[src/rtl/serial_frame_rx.sv]
// Framed serial receiver: start / WIDTH data bits (LSB first) / optional parity / stop,
// delivered as a parallel word through a valid/ready holding register.
module serial_frame_rx #(
  parameter int WIDTH      = 3,
  parameter int PARITY_EN  = 1,
  parameter int PARITY_ODD = 0
) (
  input  logic             clk,
  input  logic             reset,
  input  logic             bit_valid,
  input  logic             serial_in,
  input  logic             out_ready,
  output logic [WIDTH-1:0] parallel_out,
  output logic             out_valid,
  output logic             frame_err,
  output logic             parity_err,
  output logic             overrun,
  output logic             busy
);

  localparam int             CW       = $clog2(WIDTH + 1);
  localparam logic [CW-1:0]  LAST_IDX = CW'(WIDTH - 1);
  localparam logic           ODD_BIT  = (PARITY_ODD != 0);

  typedef enum logic [1:0] {
    IDLE   = 2'd0,
    DATA   = 2'd1,
    PARITY = 2'd2,
    STOP   = 2'd3
  } state_t;

  state_t             state_q, state_d;
  logic [CW-1:0]      cnt_q, cnt_d;
  logic [WIDTH-1:0]   shift_q, shift_d;
  logic               parity_bad_q, parity_bad_d;
  logic [WIDTH-1:0]   data_q, data_d;
  logic               out_valid_q, out_valid_d;
  logic               frame_err_q, frame_err_d;
  logic               parity_err_q, parity_err_d;
  logic               overrun_q, overrun_d;
  logic               busy_q, busy_d;
  logic               good_s;

  // Nonzero result means the received parity disagrees with the selected sense.
  function automatic logic calc_parity(input logic [WIDTH-1:0] data, input logic par_bit);
    return (^data) ^ par_bit ^ ODD_BIT;
  endfunction

  // Frame FSM: every transition is qualified by bit_valid.
  always_comb begin
    state_d      = state_q;
    cnt_d        = cnt_q;
    shift_d      = shift_q;
    parity_bad_d = parity_bad_q;
    frame_err_d  = 1'b0;
    parity_err_d = 1'b0;
    good_s       = 1'b0;
    if (bit_valid) begin
      case (state_q)
        IDLE: begin
          if (!serial_in) begin
            state_d      = DATA;
            cnt_d        = '0;
            parity_bad_d = 1'b0;
          end else begin
            state_d = IDLE;
          end
        end
        DATA: begin
          shift_d[cnt_q] = serial_in;
          cnt_d          = cnt_q + CW'(1);
          if (cnt_q == LAST_IDX) begin
            state_d = (PARITY_EN != 0) ? PARITY : STOP;
          end else begin
            state_d = DATA;
          end
        end
        PARITY: begin
          parity_bad_d = calc_parity(shift_q, serial_in);
          state_d      = STOP;
        end
        STOP: begin
          state_d = IDLE;
          // A bad stop bit masks any parity failure.
          if (!serial_in) begin
            frame_err_d = 1'b1;
          end else if (parity_bad_q) begin
            parity_err_d = 1'b1;
          end else begin
            good_s = 1'b1;
          end
        end
        default: begin
          state_d = IDLE;
        end
      endcase
    end else begin
      state_d = state_q;
    end
  end

  // Holding register and handshake; a good frame may land on the same edge as a transfer.
  always_comb begin
    data_d      = data_q;
    out_valid_d = out_valid_q;
    overrun_d   = 1'b0;
    if (out_valid_q && out_ready) begin
      out_valid_d = 1'b0;
    end else begin
      out_valid_d = out_valid_q;
    end
    if (good_s) begin
      if (!out_valid_q || out_ready) begin
        data_d      = shift_q;
        out_valid_d = 1'b1;
      end else begin
        overrun_d = 1'b1;
      end
    end else begin
      data_d = data_q;
    end
    busy_d = (state_d != IDLE);
  end

  // State and registered outputs.
  always_ff @(posedge clk or negedge reset) begin
    if (!reset) begin
      state_q      <= IDLE;
      cnt_q        <= '0;
      shift_q      <= '0;
      parity_bad_q <= 1'b0;
      data_q       <= '0;
      out_valid_q  <= 1'b0;
      frame_err_q  <= 1'b0;
      parity_err_q <= 1'b0;
      overrun_q    <= 1'b0;
      busy_q       <= 1'b0;
    end else begin
      state_q      <= state_d;
      cnt_q        <= cnt_d;
      shift_q      <= shift_d;
      parity_bad_q <= parity_bad_d;
      data_q       <= data_d;
      out_valid_q  <= out_valid_d;
      frame_err_q  <= frame_err_d;
      parity_err_q <= parity_err_d;
      overrun_q    <= overrun_d;
      busy_q       <= busy_d;
    end
  end

  assign parallel_out = data_q;
  assign out_valid    = out_valid_q;
  assign frame_err    = frame_err_q;
  assign parity_err   = parity_err_q;
  assign overrun      = overrun_q;
  assign busy         = busy_q;

endmodule

[config.mk]
export PLATFORM = sky130hd
export DESIGN_NAME = serial_frame_rx
export DESIGN_NICKNAME = d
export VERILOG_FILES = /design/src/rtl/serial_frame_rx.sv
export SDC_FILE = /design/constraint.sdc
export NUM_CORES = 1
export LEC_CHECK = 0
export BUFFER_PORTS_ARGS = -buffer_cell sky130_fd_sc_hd__clkbuf_2
export CELL_PAD_IN_SITES_DETAIL_PLACEMENT = 1
export CELL_PAD_IN_SITES_GLOBAL_PLACEMENT = 2
export CORE_UTILIZATION = 36
export DETAILED_ROUTE_END_ITERATION = 16
export PLACE_DENSITY = 0.82
export REMOVE_ABC_BUFFERS = 1
export SETUP_SLACK_MARGIN = 0.2
export SLEW_MARGIN = 20
export SYNTH_ARGS = -nofsm -noshare
export SYNTH_HDL_FRONTEND = slang
export SYNTH_SLANG_ARGS = --single-unit
export TNS_END_PERCENT = 30
[constraint.sdc]
create_clock -name clk -period 3.57 [get_ports clk]
set_input_delay 0.714 -clock clk [delete_from_list [all_inputs] [get_ports clk]]
set_output_delay 0.714 -clock clk [all_outputs]
set_load 0.005 [all_outputs]
==> results of run 1 <==
==> final timing paths <==
path	from	end	cells after the start
worst max-delay path	serial_in	parallel_out[1]	4
min in group clk	parallel_out[0]	parallel_out[0]	1
worst max register to register	state_q[0]	parallel_out[1]	3
max in group asynchronous	reset	cnt_q[0]	1
worst min-delay path	reset	state_q[0]	1
worst min register to register	parallel_out[0]	parallel_out[0]	1
==> cell families after synthesis <==
logic type                 Yosys count  share of synthesized area, %
and+or+nand+nor                     20                          16.1
DFF                                 16                          56.4
AOI/OAI and AO/OA                    7                          6.35
muxes                                6                          9.52
buffers and inverters                5                          2.65
xor gates and xnor gates             3                          3.70
adders and majority gates            3                          5.29
==> flip-flops by register name, summed over array words and instances, names as in the netlist <==
signal        count
busy              1
parity_bad_q      1
cnt_q             2
overrun           1
parity_err        1
parallel_out      3
state_q           2
shift_q           3
out_valid         1
frame_err         1
==> where the power goes <==
group	switching (mW)	internal, mW	total (mW)	leakage, nW
Clock	0.0496	0.0390	0.0886	0.0138
Sequential	0.0529	0.243	0.296	0.207
Combinational	0.0868	0.0931	0.180	0.197
Total	0.189	0.376	0.565	0.417
==> through the flow <==
| step | setup slack (ns) | hold slack [ns] | instance area [µm²] | util [%] |
|---|---|---|---|---|
| final | 2.07 | 0.347 | 823 | 46.2 |
| after global routing | 2.01 | 0.364 | 823 | 46.2 |
| after CTS | 2.06 | 0.351 | 823 | 46.2 |
| after detailed placement | 1.76 | 0.474 | 801 | 44.9 |
| after global placement | 1.80 | 0.471 | 801 | 44.9 |
| after floorplan | 2.03 | 0.418 | 709 | - |
==> worst max-delay path: stages <==
cell      delay, ns
clkbuf_2       0.16
nand4_2        0.18
nor3b_4        0.26
mux2_1         0.34
==> routing by layer <==
metal	wire length (µm)	vias to the layer above	part of all wire [%]
li1	-	235	-
met1	538	228	48
met2	534	9	47
met3	39	2	3.5
met4	15	0	1.3
met5	0	-	0
==> synth_stat cells (all sizes together) <==
cell type,instances
mux2,6
o211a,1
nor3,1
inv,5
nor2b,1
nor2,2
xor2,1
nand2,10
xnor2,2
nor3b,1
and3b,1
nand3,1
o21ai,5
dfrtp,16
a32o,1
nand2b,1
ha,3
nand4,2
==> final cells by class <==
class	count	share of cell area, %
inverter	5	2.28
multi-input combinational	39	35.3
timing repair buffer	12	7.29
sequential	16	48.6
tap	25	3.80
clock buffer	3	2.74
==> flow_metrics.py, run 1 <==
metrics = {
    "cells_and_area": {
        "regArea_um2": 400,
        "drive_gt1_share_pct": 26.7,
        "multi_input_area_um2": 290,
        "nets": 85,
        "fillers": 217,
        "diodes": 0,
        "fin_cells": 100,
        "area_growth_pct": 16.0,
        "final_common_cell": "dfrtp_1",
        "layout_common_cells": "dfrtp_1, clkbuf_2, nand2_1",
    },
    "synthesis": {
        "synth_cell_types": 20,
        "syn_avg_cell_area_um2": 11.8,
        "yosys.area.top_type_share_pct": 56.4,
        "yosysTopAreaCell": "dfrtp_1",
        "syn_inst": 60,
        "seq_area_frac_synth_pct": 56.4,
        "netlist_area_um2": 709,
        "synth-warning-count": 0,
        "synthTopCellsByArea": "dfrtp_1, ha_1, nand2_1, mux2_1, mux2_2",
        "ys_seq_elements": 16,
    },
    "route": {
        "drc": 0,
        "ant_nets": 0,
        "wl_per_cell_um": 11.3,
        "via_count": 474,
        "viasPerCell": 4.74,
        "drtIter0Drc": 2,
        "dr.pass1.iters": 2,
        "wl_um": 1130,
    },
    "timing": {
        "worstMarginPinSlew_ns": 0.390,
        "period_share_pct": 42.0,
        "setup_viol": 0,
        "maxSlewViolCount": 0,
        "finalHoldViolations": 0,
        "fmax_ghz": 0.667,
        "grt_setup_unrepaired": "false",
        "relSlewSlack_pct": 74.0,
        "setup_tns_ns": 0,
        "period_minus_slack_ns": 1.50,
        "finalClockSkew_ns": 0.00333,
    },
    "power": {
        "p_leak_nw": 0.417,
        "ir_drop_mv": 0.258,
        "total_power_uw": 565,
        "power_density_nw_per_um2": 686,
    },
    "clock_network": {
        "clkTransAtPathRegs_ns": 0.09,
        "cts_tree": "built",
        "h-tree-depth": 1,
        "clockBufferDepth": 2,
        "postCtsHoldBufs": 0,
        "clkLatencyLatePin_ns": 0.27,
        "cts_root_buf": "clkbuf_4",
        "clock-sinks": 16,
        "cts_buffers": 3,
        "postCtsSetupRepairBufs": 0,
        "cts_resized": 0,
    },
    "grt": {
        "overflow": 0,
        "grtUsageTotal_pct": 13.3,
        "antenna_found_initial": 0,
        "busiest_layer": "met2",
        "first_global_vias": 464,
        "met3_usage_pct": 3.53,
        "grt_pass1_wl_um": 1980,
        "grt_max_degree": 17,
        "use_met2_pct": 19.7,
        "globalRouteMet1Util_pct": 17.6,
    },
    "critical_path": {
        "worstPathMaxFanout": 7,
        "critical_path_class": "in2reg",
        "crit_required_ns": 3.73,
        "start_kind": "input pin",
        "cp.arrival_ns": 1.66,
        "end_kind": "flip-flop",
        "r2r_setup_slack_ns": 2.17,
    },
    "outcome": {
        "status": "completed",
    },
    "worst_hold_path": {
        "hold_path.class": "in2async",
    },
    "die": {
        "die-area_um2": 2150,
        "fp.dieW_um": 46.4,
        "io_pins": 13,
        "initial_core_util_pct": 39.8,
        "core-area_um2": 1780,
        "num_rows": 15,
        "die_h_um": 46.4,
    },
    "placed_design": {
        "routabilityCongestion": 0.700,
        "placed_cells_incl_taps": 97,
        "numPortBuffers": 12,
        "dp_hpwl_um": 881,
    },
    "run": {
        "drv_cap": 0,
    },
}
Note: power is estimated with default switching activity, not from simulation.
==> run 2, diff against run 1 <==
--- a/config.mk
+++ b/config.mk
@@ -8,9 +8,9 @@
 export BUFFER_PORTS_ARGS = -buffer_cell sky130_fd_sc_hd__clkbuf_2
 export CELL_PAD_IN_SITES_DETAIL_PLACEMENT = 1
 export CELL_PAD_IN_SITES_GLOBAL_PLACEMENT = 2
-export CORE_UTILIZATION = 36
+export CORE_UTILIZATION = 34
 export DETAILED_ROUTE_END_ITERATION = 16
-export PLACE_DENSITY = 0.82
+export PLACE_DENSITY = 0.79
 export REMOVE_ABC_BUFFERS = 1
 export SETUP_SLACK_MARGIN = 0.2
 export SLEW_MARGIN = 20
==> constraint.sdc (replaced) <==
create_clock -name clk -period 1.5 [get_ports clk]
set_input_delay 0.3 -clock clk [delete_from_list [all_inputs] [get_ports clk]]
set_output_delay 0.3 -clock clk [all_outputs]
set_load 0.005 [all_outputs]
==> run 2 against run 1 <==
Net effect:
- sequential share of layout area down 3.7 points
- setup slack worse by 1.9 ns
- combinational power rose to 2.9 times the previous value
- routed wire length up 21%
- register-to-register slack worse by 2.0 ns
- hold slack worse by 0.039 ns
- clock skew down 0.0012 ns
- non-clock buffer count up 7
- critical path depth down 1
- cell area up 9.0%
- global-route usage up 0.70 points
- critical path type is now reg2reg
- critical endpoint is now shift_q[2]
==> flow_metrics.py, run 2 (synthesis results as in run 1) <==
metrics = {
    "outcome": {
        "status": "completed",
    },
    "grt": {
        "overflow": 0,
        "grtUsageTotal_pct": 14.0,
        "first_global_vias": 463,
        "grt_max_degree": 17,
        "grt_pass1_wl_um": 2090,
        "antenna_found_initial": 0,
    },
    "route": {
        "ant_nets": 0,
        "dr.pass1.iters": 3,
        "wl_um": 1360,
        "via_count": 517,
        "viasPerCell": 4.74,
        "drtIter0Drc": 10,
        "wl_per_cell_um": 12.5,
        "drc": 0,
    },
    "cells_and_area": {
        "regArea_um2": 403,
        "layout_common_cells": "dfrtp_1, clkbuf_2, nand2_1",
        "nets": 92,
        "multi_input_area_um2": 304,
        "final_common_cell": "dfrtp_1",
        "fillers": 240,
        "drive_gt1_share_pct": 36.6,
        "diodes": 0,
        "area_growth_pct": 26.5,
    },
    "critical_path": {
        "cp.arrival_ns": 1.46,
        "crit_required_ns": 1.68,
        "r2r.worst_path.cells": 3,
        "r2r_setup_slack_ns": 0.21,
        "critical_path_depth": 3,
        "end_kind": "flip-flop",
        "cp_top_family": "flip-flops",
        "path_cells": "and3b_2 -> nand2_1 -> mux2_2",
        "start_kind": "flip-flop",
        "reg2reg_from": "state_q[0]",
        "path_buf_inv": 0,
        "cp_slowest_stage_delay_ns": 0.46,
        "crit_path_top_delay_cell": "dfrtp_2",
        "timing.rr.end": "shift_q[2]",
        "critical_path_class": "reg2reg",
        "worstPathMaxFanout": 5,
    },
    "timing": {
        "setup_tns_ns": 0,
        "finalClockSkew_ns": 0.00210,
        "period_minus_slack_ns": 1.29,
        "maxSlewViolCount": 0,
        "worstMarginPinSlew_ns": 0.421,
        "fmax_ghz": 0.776,
        "period_share_pct": 85.9,
        "relSlewSlack_pct": 71.6,
        "grt_setup_unrepaired": "true",
        "setup_viol": 0,
        "finalHoldViolations": 0,
    },
    "clock_network": {
        "clkLatencyLatePin_ns": 0.28,
        "cts_tree": "built",
        "h-tree-depth": 1,
        "cts_root_buf": "clkbuf_4",
        "clockBufferDepth": 2,
        "cts_buffers": 3,
        "clock-sinks": 16,
        "clkTransAtPathRegs_ns": 0.09,
    },
    "power": {
        "total_power_mw": 1.46,
        "power_density_nw_per_um2": 1630,
        "p_leak_nw": 0.444,
        "ir_drop_mv": 0.738,
    },
    "placed_design": {
        "dp_hpwl_um": 976,
        "routabilityCongestion": 0.676,
        "numPortBuffers": 12,
    },
    "worst_hold_path": {
        "hold_path.class": "in2reg",
        "hold_end": "overrun",
        "hold_path_depth": 3,
        "hp-start": "out_ready",
    },
    "die": {
        "num_rows": 16,
        "die_h_um": 47.7,
        "die-area_um2": 2270,
        "io_pins": 13,
        "fp.dieW_um": 47.7,
        "initial_core_util_pct": 36.2,
        "core-area_um2": 1960,
    },
    "run": {
        "drv_cap": 0,
    },
}
run 2: changes by cell type in the layout (fill, tap and decap cells not counted), sizes merged:
| cell | previous run | this run |
|---|---|---|
| buf | 0 | 6 |
| dlygate4sd3 | 0 | 1 |
run 2: power breakdown:
group	switching (mW)	internal [mW]	leakage, nW	total, mW
sequential	0.132	0.584	0.204	0.716
combinational	0.237	0.286	0.226	0.523
clock	0.127	0.0932	0.0138	0.220
run 2: area by class of cell:
type | instances | area share, %
clock buffer | 3 | 2.51
inverter | 5 | 2.09
multi-input combinational | 39 | 33.9
sequential | 16 | 44.9
tap | 27 | 3.77
timing repair buffer | 19 | 12.8
run 2: timing repair:
item / in CTS / in global routing
setup buffers: 1 / 2
setup endpoints to repair: 4 / 9
hold endpoints to repair: 16 / 0
resized for setup: 3 / 2
hold buffers: 1 / 0
pin swaps: 1 / 2
run 2: how the worst max path moves through the flow:
stage                          start              end
final                     state_q[0]       shift_q[2]
after global routing      state_q[1]  parallel_out[1]
after CTS                 state_q[1]  parallel_out[0]
after detailed placement  state_q[0]  parallel_out[0]
after global placement    state_q[0]  parallel_out[0]
after floorplan           state_q[1]  parallel_out[0]
run 2: metrics by stage:
stage               cells  cell area, µm²  worst slack, ns  hold slack (ns)  util (%)
finish                109             897            0.211            0.308      45.7
global route          109             897            0.155            0.327      45.7
CTS                   107             877            0.186            0.304      44.7
detailed placement    102             826            0.126            0.241      42.1
global placement      102             826            0.165            0.241      42.1
floorplan              60             709            0.224          0.00441         -
run 2: worst min-delay path: stages:
cell and delay [ns]:
clkbuf_2 0.07, nand2b_1 0.13, nor3_1 0.06
run 2: layer usage:
| layer | up-vias | track usage (%) | wire [µm] |
|---|---|---|---|
| met5 | - | 0 | 0 |
| met2 | 12 | 20.5 | 667 |
| met3 | 5 | 3.40 | 44 |
| met4 | 0 | 8.33 | 40 |
| met1 | 254 | 18.7 | 611 |
| li1 | 246 | - | - |
==> run 3, diff against run 2 <==
--- a/config.mk
+++ b/config.mk
@@ -8,9 +8,9 @@
 export BUFFER_PORTS_ARGS = -buffer_cell sky130_fd_sc_hd__clkbuf_2
 export CELL_PAD_IN_SITES_DETAIL_PLACEMENT = 1
 export CELL_PAD_IN_SITES_GLOBAL_PLACEMENT = 2
-export CORE_UTILIZATION = 34
+export CORE_UTILIZATION = 30
 export DETAILED_ROUTE_END_ITERATION = 16
-export PLACE_DENSITY = 0.79
+export PLACE_DENSITY = 0.74
 export REMOVE_ABC_BUFFERS = 1
 export SETUP_SLACK_MARGIN = 0.2
 export SLEW_MARGIN = 20
==> constraint.sdc (replaced) <==
create_clock -name clk -period 1.15 [get_ports clk]
set_input_delay 0.23 -clock clk [delete_from_list [all_inputs] [get_ports clk]]
set_output_delay 0.23 -clock clk [all_outputs]
set_load 0.005 [all_outputs]
==> run 3 against run 2 <==
Net effect:
- setup slack worse by 0.36 ns
- power is 51% higher
- cell count is 12% higher
- critical path type unchanged
- the flow now finishes with violations (negative setup slack)
- hold slack worse by 0.040 ns
- register-to-register slack worse by 0.36 ns
- clock skew is 0.0021 ns higher
- critical path depth stayed put
- largest cell class unchanged
- clock power is 67% higher
- sequential share of layout area is 5.7 points lower
- count of clock-buffer cells in the layout is 1 higher
==> flow_metrics.py, run 3 (synthesis results as in run 1) <==
metrics = {
    "critical_path": {
        "end_kind": "flip-flop",
        "path_cells": "nand4_2 -> nor3b_4 -> mux2_1",
        "crit_path_top_delay_cell": "dfrtp_1",
        "crit_required_ns": 1.32,
        "startpoint": "state_q[1]",
        "start_kind": "flip-flop",
        "timing.rr.end": "parallel_out[1]",
        "cp_slowest_stage_delay_ns": 0.40,
        "path_buf_inv": 0,
        "cp.arrival_ns": 1.46,
        "cp_top_family": "simple AND/OR/NAND/NOR gates",
        "r2r.worst_path.cells": 3,
        "reg2reg_from": "state_q[1]",
        "critical_path_class": "reg2reg",
        "r2r_setup_slack_ns": -0.15,
        "worstPathMaxFanout": 3,
    },
    "route": {
        "dr.pass1.iters": 2,
        "drtIter0Drc": 2,
        "drc": 0,
        "wl_per_cell_um": 12.4,
        "ant_nets": 0,
        "via_count": 554,
        "viasPerCell": 4.54,
        "wl_um": 1510,
    },
    "timing": {
        "finalWorstSetupSlack_ns": -0.145,
        "period_minus_slack_ns": 1.30,
        "setup_viol": 8,
        "finalHoldViolations": 0,
        "fmax_ghz": 0.772,
        "whs_ns": 0.269,
        "finalClockSkew_ns": 0.00419,
        "period_share_pct": 113,
        "relSlewSlack_pct": 72.7,
        "worstMarginPinSlew_ns": 0.410,
        "maxSlewViolCount": 0,
        "grt_setup_unrepaired": "true",
    },
    "power": {
        "p_sw_uw": 733,
        "clockPowerShare_pct": 16.7,
        "internal_power_mw": 1.48,
        "p_leak_nw": 0.519,
        "switching_share_pct": 33.2,
        "ir_drop_mv": 0.974,
        "seqPwrFrac_pct": 40.2,
        "power_frac_comb_pct": 43.1,
        "power_density_nw_per_um2": 2160,
    },
    "die": {
        "io_pins": 13,
        "initial_core_util_pct": 32.1,
        "num_rows": 17,
        "die_h_um": 50.6,
        "core-area_um2": 2210,
        "die-area_um2": 2560,
        "fp.dieW_um": 50.6,
    },
    "cells_and_area": {
        "nets": 103,
        "drive_gt1_share_pct": 50.0,
        "final_common_cell": "dfrtp_1",
        "final_design_area_no_fill_um2": 1020,
        "diodes": 0,
        "layout_common_cells": "dfrtp_1, buf_4, clkbuf_2",
        "area_growth_pct": 43.9,
    },
    "outcome": {
        "status": "finished, violations left",
        "violations": "negative setup slack",
    },
    "placed_design": {
        "numPortBuffers": 12,
        "dp_hpwl_um": 1050,
        "pre_cts_slack_ns": -0.105,
        "place_area_um2": 887,
        "routabilityCongestion": 0.732,
    },
    "grt": {
        "grt_pass1_wl_um": 2680,
        "antenna_found_initial": 0,
        "first_global_vias": 612,
        "grt_max_degree": 17,
        "grtUsageTotal_pct": 14.5,
        "overflow": 0,
    },
    "worst_hold_path": {
        "hold_path_depth": 3,
        "hp-start": "serial_in",
        "hold_end": "frame_err",
        "hold_path.class": "in2reg",
    },
    "clock_network": {
        "clkTransAtPathRegs_ns": 0.09,
        "cts_tree": "built",
        "cts_buffers": 3,
        "cts_root_buf": "clkbuf_4",
        "clkLatencyLatePin_ns": 0.28,
        "clock-sinks": 16,
        "clockBufferDepth": 2,
        "h-tree-depth": 1,
    },
    "run": {
        "drv_cap": 0,
    },
}
## run 3: stage by stage
step	setup TNS (ns)	instances	util [%]	total power, mW
after floorplan	-0.443	60	-	1.31
after global placement	-0.307	111	40.1	1.62
after detailed placement	-0.459	111	40.1	1.65
after CTS	-0.457	120	44.9	2.18
after global routing	-0.824	122	46.2	2.39
final	-0.542	122	46.2	2.21
## run 3: layer usage
layer  GRT usage (%)  part of all wire, %  routed length (µm)  vias to the layer above
met2            25.1                   52                 788                       14
met4            4.17                 0.66                  10                        0
met5               0                    0                   0                        -
li1                -                    -                   -                      269
met1            16.4                   43                 655                      269
met3            5.45                  3.8                  58                        2
## run 3: power groups by stage
stage / clock network (mW) / registers (mW) / logic, mW
after floorplan: 0 / 0.909 / 0.400
after global placement: 0 / 0.888 / 0.730
after detailed placement: 0 / 0.901 / 0.744
after CTS: 0.389 / 0.884 / 0.907
after global routing: 0.405 / 0.913 / 1.07
final: 0.368 / 0.888 / 0.952
## run 3: worst max-delay path by stage
stage | to | slack, ns | depth (start not counted)
3_3_place_gp | parallel_out[0] | -0.05 | 3
2_1_floorplan | parallel_out[0] | -0.13 | 3
6_report | parallel_out[1] | -0.15 | 3
5_1_grt | parallel_out[1] | -0.17 | 3
3_5_place_dp | parallel_out[2] | -0.11 | 3
4_1_cts | parallel_out[1] | -0.12 | 3
## run 3: what timing repair did
action | 4_1_cts | 5_1_grt
resized for setup | 12 | 9
pin swaps | 10 | 6
buffers inserted | 4 | 2
hold endpoints to repair | 16 | 0
hold buffers | 1 | 0
endpoints found under the setup margin | 21 | 22
gates cloned | 0 | 0
## run 3: worst reg2reg max path, stage by stage, from the launching register on
cell	delay (ns)
dfrtp_1	0.40
nand4_2	0.15
nor3b_4	0.27
mux2_1	0.36
## run 3: cell type report
class,count,area [µm²]
Tap cell,28,35.0
Inverter,5,18.8
Sequential cell,16,400
Fill cell,261,1190
Timing Repair Buffer,30,205
Multi-Input combinational cell,39,325
Clock buffer,4,36.3
